**src/rtl/box_pkg.sv**
```systemverilog
// Shared types and constants for the frame-rate bounding-box extractor.
package box_pkg;
  localparam int COORD_W = 11;
  localparam int CNT_W   = 20;
  localparam logic [COORD_W-1:0] BOX_EMPTY_MIN = 11'h7FF;
  localparam logic [COORD_W-1:0] BOX_EMPTY_MAX = '0;

  typedef enum logic [1:0] {S_WAIT, S_ACC, S_LATCH} state_t;

  typedef struct packed {
    logic [COORD_W-1:0] x_min;
    logic [COORD_W-1:0] x_max;
    logic [COORD_W-1:0] y_min;
    logic [COORD_W-1:0] y_max;
  } box_t;

  // min > max: the overlay draws nothing for this box
  localparam box_t BOX_EMPTY = '{BOX_EMPTY_MIN, BOX_EMPTY_MAX, BOX_EMPTY_MIN, BOX_EMPTY_MAX};

  function automatic logic [CNT_W-1:0] sat_add(input logic [CNT_W-1:0] a, input logic [4:0] b);
    logic [CNT_W:0] s;
    s = {1'b0, a} + {{(CNT_W-4){1'b0}}, b};
    return s[CNT_W] ? {CNT_W{1'b1}} : s[CNT_W-1:0];
  endfunction
endpackage

```
**src/rtl/rgb565_thresh.sv**
```systemverilog
// Combinational RGB565 colour classifier: strong red, weak green and blue.
module rgb565_thresh #(
  parameter logic [4:0] R_TH = 5'd20,
  parameter logic [5:0] G_TH = 6'd24,
  parameter logic [4:0] B_TH = 5'd12
) (
  input  logic [15:0] data_in,
  input  logic        en,
  output logic        hit
);
  assign hit = en && (data_in[15:11] >= R_TH) && (data_in[10:5] <= G_TH)
                  && (data_in[4:0] <= B_TH);
endmodule

```
**src/rtl/box_detect.sv**
```systemverilog
// Bounding-box extractor: threshold, horizontal run filter, min/max tracking,
// publish at every vsync rising edge.
module box_detect
  import box_pkg::*;
#(
  parameter logic [4:0] R_TH    = 5'd20,
  parameter logic [5:0] G_TH    = 6'd24,
  parameter logic [4:0] B_TH    = 5'd12,
  parameter int         RUN_LEN = 4,
  parameter int         MIN_PIX = 64
) (
  input  logic               clk,
  input  logic               rst_n,
  input  logic               en,
  input  logic [COORD_W-1:0] x,
  input  logic [COORD_W-1:0] y,
  input  logic [15:0]        data_in,
  input  logic               vs,
  output logic [COORD_W-1:0] x_min,
  output logic [COORD_W-1:0] x_max,
  output logic [COORD_W-1:0] y_min,
  output logic [COORD_W-1:0] y_max,
  output logic               box_valid,
  output logic               frame_done
);
  localparam logic [3:0]       RUN_L   = 4'(RUN_LEN);
  localparam logic [3:0]       RUN_M1  = 4'(RUN_LEN - 1);
  localparam logic [CNT_W-1:0] MIN_CNT = CNT_W'(MIN_PIX);

  state_t             state, state_nxt;
  logic               hit, hit_s1, vs_d, vs_edge, accept, first;
  logic [COORD_W-1:0] x_s1, y_s1, x_cand;
  logic [3:0]         run, run_inc;
  logic [4:0]         add_n;
  logic [CNT_W-1:0]   wcnt;
  box_t               wbox, box_q;
  logic               valid_q, done_q;

  rgb565_thresh #(.R_TH(R_TH), .G_TH(G_TH), .B_TH(B_TH)) u_thresh (
    .data_in (data_in),
    .en      (en),
    .hit     (hit)
  );

  assign vs_edge = vs & ~vs_d;
  assign run_inc = (run == 4'hF) ? run : run + 4'd1;
  assign first   = (run == RUN_M1);
  assign accept  = hit_s1 && (run_inc >= RUN_L) && (state == S_ACC);
  // First accepted pixel stands for the whole qualifying run behind it
  assign x_cand  = first ? x_s1 - COORD_W'(RUN_LEN - 1) : x_s1;
  assign add_n   = first ? 5'(RUN_LEN) : 5'd1;

  // S1: pixel in the edge cycle is dropped, so the new frame starts clean
  always_ff @(posedge clk or negedge rst_n) begin
    if (!rst_n) begin
      hit_s1 <= 1'b0;
      x_s1   <= '0;
      y_s1   <= '0;
      vs_d   <= 1'b0;
      run    <= '0;
    end else begin
      hit_s1 <= hit & ~vs_edge;
      x_s1   <= x;
      y_s1   <= y;
      vs_d   <= vs;
      run    <= (vs_edge || !hit_s1) ? 4'd0 : run_inc;
    end
  end

  always_ff @(posedge clk or negedge rst_n) begin
    if (!rst_n) state <= S_WAIT;
    else        state <= state_nxt;
  end

  always_comb begin
    state_nxt = state;
    case (state)
      S_WAIT:  if (vs_edge) state_nxt = S_ACC;
      S_ACC:   if (vs_edge) state_nxt = S_LATCH;
      S_LATCH: state_nxt = S_ACC;
      default: state_nxt = S_WAIT;
    endcase
  end

  // Working box; the S1 hit of the edge cycle still lands before S_LATCH reads it
  always_ff @(posedge clk or negedge rst_n) begin
    if (!rst_n) begin
      wbox <= BOX_EMPTY;
      wcnt <= '0;
    end else if (state == S_LATCH) begin
      wbox <= BOX_EMPTY;
      wcnt <= '0;
    end else if (accept) begin
      if (x_cand < wbox.x_min) wbox.x_min <= x_cand;
      if (x_s1   > wbox.x_max) wbox.x_max <= x_s1;
      if (y_s1   < wbox.y_min) wbox.y_min <= y_s1;
      if (y_s1   > wbox.y_max) wbox.y_max <= y_s1;
      wcnt <= sat_add(wcnt, add_n);
    end
  end

  always_ff @(posedge clk or negedge rst_n) begin
    if (!rst_n) begin
      box_q   <= BOX_EMPTY;
      valid_q <= 1'b0;
      done_q  <= 1'b0;
    end else begin
      done_q <= (state == S_LATCH);
      if (state == S_LATCH) begin
        valid_q <= (wcnt >= MIN_CNT);
        box_q   <= (wcnt >= MIN_CNT) ? wbox : BOX_EMPTY;
      end
    end
  end

  assign x_min      = box_q.x_min;
  assign x_max      = box_q.x_max;
  assign y_min      = box_q.y_min;
  assign y_max      = box_q.y_max;
  assign box_valid  = valid_q;
  assign frame_done = done_q;
endmodule

```
**config.mk**
```make
export PLATFORM = sky130hd
export DESIGN_NAME = box_detect
export DESIGN_NICKNAME = d
export VERILOG_FILES = /design/src/rtl/box_pkg.sv /design/src/rtl/rgb565_thresh.sv /design/src/rtl/box_detect.sv
export SDC_FILE = /design/constraint.sdc
export NUM_CORES = 1
export LEC_CHECK = 0
export CAP_MARGIN = 25
export CORE_MARGIN = 8
export CORE_UTILIZATION = 50
export CTS_CLUSTER_SIZE = 10
export DETAILED_ROUTE_END_ITERATION = 7
export HOLD_SLACK_MARGIN = 0.03
export MAX_ROUTING_LAYER = met4
export PLACE_DENSITY = 0.72
export SLEW_MARGIN = 15
export SYNTH_ARGS = -nofsm -noshare
export SYNTH_HDL_FRONTEND = slang
export SYNTH_SLANG_ARGS = --single-unit
export TNS_END_PERCENT = 10
```
**constraint.sdc**
```tcl
create_clock -name clk -period 3.1 [get_ports clk]
set_input_delay 0.775 -clock clk [delete_from_list [all_inputs] [get_ports clk]]
set_output_delay 0.775 -clock clk [all_outputs]
set_load 0.05 [all_outputs]
```
==> run metrics, run 1 <==
status finished, violations left; failing checks negative setup slack; setup TNS -1.02 ns; Synth top area share 34.8%; Routability Congestion 0.890; synthesis-stage register bit count 140; largest area contributor in the netlist dfrtp_1; synthesized area per cell 10.3 µm²; post-synthesis async set-or-reset flop share 100%; Die W 133 µm; most frequent CP cell or3_4; Post-Syn Area 6900 µm²; P&R area growth vs syn 27.2%; Hold WS 0.290 ns; Psw 2.01 mW; met2 Resource Use GR 30.7%; Post-Route WL 16100 µm; vias 5386; DRT iter0 DRCs 335; combinational group share of total power 27.2%; Largest stage delay, worst path 0.55 ns; top post-synthesis cells by count dfrtp_1, nand2_1, inv_1, nor2_1, ha_1; largest net degree at the start of global routing 61; drc violations 0; first-pass GRT wire length 26900 µm; Initial Util 50.5%; htree depth 4; vias in the first global route 5592; Max transition margin 44.0%; Syn Inst Count 669; root buffer cell clkbuf_16; pwr/cell area 690 nW/µm²; Final Hold Vio Count 0; die area 17800 µm²; top cells by area, synth dfrtp_1, dfstp_2, ha_1, nand2_1, mux2i_1; Top Usage Layer GRT met2; crit-path cells or4_4 -> or3_4 -> or3_4 -> xnor2_2 -> ha_1 -> nand4_1 -> nor3_2 -> o221ai_2 -> o2111ai_2 -> buf_6 -> mux2_1; Synth warnings 0; setup violators final 11; Worst Clk Skew 0.0106 ns; Net count, final 867; Synth Flop Type dfrtp_1; diode count 0; total global-route track usage 19.2%; GR Util met1 23.2%; Internal 4.05 mW; post-route core utilization 64.2%; die height 133 µm; Via density 5.55; reg2reg path depth 11; Slew @ Worst Pin 0.841 ns; clock sinks 140; TritonCTS clock tree done; Hold Crit Class in -> async; CP arrival 3.56 ns; row cnt 43; Inst Count DP 939; critical path launch point type flip-flop; reg-to-reg setup timing slack -0.11 ns; Setup Buffers After CTS 0; fin crit share 104%; CTS buffer count 17; First-pass DRT Iterations 5; clk slew on worst S/H paths 0.06 ns; PortBufs 85; post-route insts no fill 971; gr ovfl total 0; Placed Area 8130 µm²; f_max 0.312 GHz; Worst R2R End wbox[42]; Max-Cap Viols 0; max-slew violations 0; clock buffer depth 2; synth unique cells 55; Final Total Pwr 6.05 mW; worst setup margin -0.109 ns; clock latency on the worst-skew pair 0.43 ns; worst-path maximum fanout 6; DR WL/cell 16.6 µm; min Tclk post-route 3.21 ns; IO Pins 88; RSZ-0062 raised after global routing true; Synth Net Count 758; pre-CTS WS -0.162 ns; Fill cells 1096; met3 Usage GRT 3.99%; Post-DRT Antenna Nets 0; CP endpoint kind flip-flop; Post-synth EDFFs 0; WS Path Type reg -> reg; switch share 33.2%; peak supply drop 429 µV; Leak Pwr 4.12 nW; DP Wirelength 11700 µm; Clock Power Share 32.7%; Crit Reg-Reg Startpoint x_s1[5]; count leader, synth dfrtp_1; CP max-delay cell or4_4; critical path required time 3.45 ns; share of post-route cells with drive strength above 1 16.8%; Seq pwr share 40.1%; post-route cell area 8770 µm²; sequential element share of the synthesized area 51.6%; Core Area 13700 µm²; initial antenna violation count 0
## cell type report
class | instances | area (µm²) | share of cell area (%)
Sequential cell | 140 | 3560 | 40.6
Multi-Input combinational cell | 447 | 3110 | 35.5
Timing Repair Buffer | 113 | 1080 | 12.3
Clock buffer | 18 | 439 | 5.00
Tap cell | 180 | 225 | 2.57
Inverter | 59 | 221 | 2.52
Clock inverter | 14 | 135 | 1.54
## metal layers
| metal | routed length (µm) | up-vias |
|---|---|---|
| met5 | 0 | - |
| met4 | 300 | 0 |
| met3 | 786 | 25 |
| met2 | 7950 | 161 |
| met1 | 7110 | 2653 |
| li1 | - | 2547 |
## how the worst max path moves through the flow
stage,start,cells after the start,slack (ns),endpoint
2_1_floorplan,run[0],13,-0.08,wbox[33]
3_3_place_gp,x_s1[5],11,-0.09,wbox[42]
3_5_place_dp,x_s1[5],11,-0.16,wbox[37]
4_1_cts,x_s1[5],11,-0.12,wbox[38]
5_1_grt,x_s1[5],11,-0.24,wbox[39]
6_report,x_s1[5],11,-0.11,wbox[42]
## layout by cell type, fill, tap and decap left out, types with 7 or more instances in the layout
cell type / n
clkdlybuf4s50_1: 84
inv_1: 57
dfstp_2: 44
nor2_1: 57
buf_4: 25
nor3_1: 8
nand3_1: 19
mux2i_1: 24
nand2_1: 75
mux2_4: 7
clkbuf_16: 17
o21ai_0: 35
nand4_1: 12
nor4_1: 9
o211ai_1: 7
mux2_1: 13
a21oi_1: 36
a211o_1: 10
ha_1: 46
dfrtp_1: 96
## what timing repair did
item / in CTS / in global routing
hold buffers: 0 / 0
resized for setup: 11 / 4
pin swaps: 0 / 0
setup endpoints to repair: 11 / 11
gates cloned: 0 / 0
## flip-flops by register name, indices dropped and copies added (netlist names), 2 cells and up
signal	cells
run	4
state	2
wbox	44
wcnt	20
x_max	11
x_min	11
x_s1	11
y_max	11
y_min	11
y_s1	11
## power by group through the flow
stage	clock (mW)	sequential, mW	combinational (mW)
global placement	0	2.45	1.56
detailed placement	0	2.46	1.60
floorplan	0	2.92	0.608
finish	1.98	2.43	1.65
global route	2.09	2.46	1.79
CTS	2.01	2.43	1.65
## cell families (layout without fill, tap and decap cells)
family	count (synthesis)	in the layout	share of synthesized area, %
buffers and inverters	82	204	4.64
DFF	140	140	51.6
AOI/OAI and AO/OA	120	120	11.1
muxes	45	45	6.91
xor gates and xnor gates	14	14	1.89
and+or+nand+nor	221	221	15.4
adders and majority gates	47	47	8.52
## worst max-delay path, delay by kind of cell, from the launching register on
kind	cells	cell delay (ns)
adders and majority gates	1	0.30
muxes	1	0.32
DFF	1	0.38
and+or+nand+nor	5	1.55
buffers and inverters	1	0.17
xor gates and xnor gates	1	0.15
AOI/OAI and AO/OA	2	0.26
No activity file was read; power rests on OpenSTA's default activity.
==> inputs of run 2 (changes only) <==
--- a/config.mk
+++ b/config.mk
@@ -17,4 +17,4 @@
 export SYNTH_ARGS = -nofsm -noshare
 export SYNTH_HDL_FRONTEND = slang
 export SYNTH_SLANG_ARGS = --single-unit
-export TNS_END_PERCENT = 10
+export TNS_END_PERCENT = 30
==> run metrics, run 2 (synthesis gave the netlist of run 1 again) <==
Psw 2.00 mW (-0.16%); most common cell after layout, fill and taps aside dfrtp_1; most frequent cells in the layout dfrtp_1, clkdlybuf4s50_1, nand2_1; hold_buf cts 0 (unchanged); setup violators final 11 (unchanged); total global-route track usage 19.2% (about the same); first-pass GRT wire length 26900 µm (about the same); worst setup margin -0.108 ns (+0.000718 ns); min Tclk post-route 3.21 ns (-0.000718 ns); CP endpoint kind flip-flop; Die W 133 µm (unchanged); max-slew violations 0 (unchanged); largest net degree at the start of global routing 61 (unchanged); htree depth 4 (unchanged); Seq pwr share 40.1% (about the same); clock sinks 140 (unchanged); setup TNS -0.986 ns (+0.0359 ns); switch share 33.1% (-0.068 points); die height 133 µm (unchanged); CP arrival 3.55 ns (about the same); Initial Util 50.5% (unchanged); pwr/cell area 689 nW/µm² (-0.17%); Worst Clk Skew 0.00954 ns (-0.00104 ns); First-pass DRT Iterations 4 (-1); Routability Congestion 0.890 (unchanged); Placed Area 8130 µm² (unchanged); Hold Crit Class in -> async; DR WL/cell 16.6 µm (-0.28%); root buffer cell clkbuf_16; Post-DRT Antenna Nets 0 (unchanged); initial antenna violation count 0 (unchanged); WS Path Type reg -> reg; failing checks negative setup slack; PortBufs 85 (unchanged); f_max 0.312 GHz (about the same); drc violations 0 (unchanged); vias in the first global route 5592 (unchanged); post-route insts no fill 973 (+0.21%); Final Hold Vio Count 0 (unchanged); status finished, violations left; row cnt 43 (unchanged); gr ovfl total 0 (unchanged); Slew @ Worst Pin 0.827 ns (-0.0134 ns); Core Area 13700 µm² (unchanged); Clock Power Share 32.6% (about the same); peak supply drop 425 µV (-0.98%); Final Total Pwr 6.06 mW (about the same); Worst R2R End wbox[39]; Leak Pwr 4.14 nW (+0.41%); max reg flops 44 (unchanged); RSZ-0062 raised after global routing true; Inst Count DP 939 (unchanged); DP Wirelength 11700 µm (unchanged); Largest regs wbox (44), wcnt (20); TritonCTS clock tree done; worst-path maximum fanout 6 (unchanged); Net count, final 869 (+0.23%); post-route cell area 8790 µm² (+0.21%); share of post-route cells with drive strength above 1 17.2% (+0.34 points); Via density 5.52 (-0.48%); Max-Cap Viols 0 (unchanged); DRT iter0 DRCs 364 (+8.7%); clock latency on the worst-skew pair 0.43 ns (about the same); clk slew on worst S/H paths 0.06 ns (about the same); Internal 4.05 mW (+0.14%); critical path required time 3.45 ns (about the same); clock buffer depth 2 (unchanged); Biggest register wbox; Crit Reg-Reg Startpoint x_s1[5]; reg-to-reg setup timing slack -0.11 ns (about the same); critical path launch point type flip-flop; diode count 0 (unchanged); reg2reg path depth 11 (unchanged); Fill cells 1093 (-0.27%); fin crit share 103% (about the same); IO Pins 88 (unchanged); die area 17800 µm² (unchanged); CTS buffer count 17 (unchanged); Max transition margin 44.9% (+0.89 points); vias 5371 (-0.28%); P&R area growth vs syn 27.5%; combinational group share of total power 27.3% (about the same); Post-Route WL 16100 µm (about the same)
## run 2: cell count changes in the layout (fill, tap and decap cells not counted), sizes merged
cell  previous run  this run
buf             29        31
## run 2: worst max-delay path, cell delays in order (launching register included)
cell       delay, ns
dfrtp_1         0.38
or4_4           0.55
or3_4           0.34
or3_4           0.34
xnor2_2         0.15
ha_1            0.30
nand4_1         0.14
nor3_2          0.18
o221ai_2        0.13
o2111ai_2       0.13
buf_6           0.17
mux2_1          0.32
## run 2: per-layer routing
layer | share of wire (%) | vias to the layer above | track usage, %
met4 | 1.8 | 0 | 8.42
met2 | 49 | 160 | 30.8
met1 | 44 | 2636 | 23.2
li1 | - | 2550 | -
met3 | 5.2 | 25 | 3.99
met5 | 0 | - | -
## run 2: worst max path at each step
stage | to | cells after the start | from | slack, ns
2_1_floorplan | wbox[33] | 13 | run[0] | -0.08
3_3_place_gp | wbox[42] | 11 | x_s1[5] | -0.09
3_5_place_dp | wbox[37] | 11 | x_s1[5] | -0.16
4_1_cts | wbox[42] | 11 | x_s1[5] | -0.11
5_1_grt | wbox[39] | 11 | x_s1[5] | -0.24
6_report | wbox[39] | 11 | x_s1[5] | -0.11
## run 2: through the flow
step	hold WS, ns	util [%]	setup slack, ns
after detailed placement	0.472	59.5	-0.162
after global placement	0.463	59.5	-0.0863
after global routing	0.314	64.3	-0.241
final	0.294	64.3	-0.108
after CTS	0.296	64.2	-0.112
after floorplan	0.455	-	-0.0760
## run 2: timing repair
item                       CTS  global route
pin swaps                    0             0
setup endpoints to repair   11            11
buffers inserted             1             1
resized for setup           13             3
## run 2: final cells by class
cell class                      instances  area (µm²)  area share, %
Clock buffer                           18         439           4.99
Multi-Input combinational cell        447        3120           35.4
Inverter                               59         221           2.52
Sequential cell                       140        3560           40.5
Tap cell                              180         225           2.56
Timing Repair Buffer                  115        1100           12.5
Clock inverter                         14         135           1.54
## run 2: power groups by stage
stage,Combinational [mW],Sequential (mW),Clock [mW]
finish,1.65,2.43,1.97
global route,1.80,2.46,2.09
CTS,1.65,2.43,2.01
detailed placement,1.60,2.46,0
global placement,1.56,2.45,0
floorplan,0.608,2.92,0
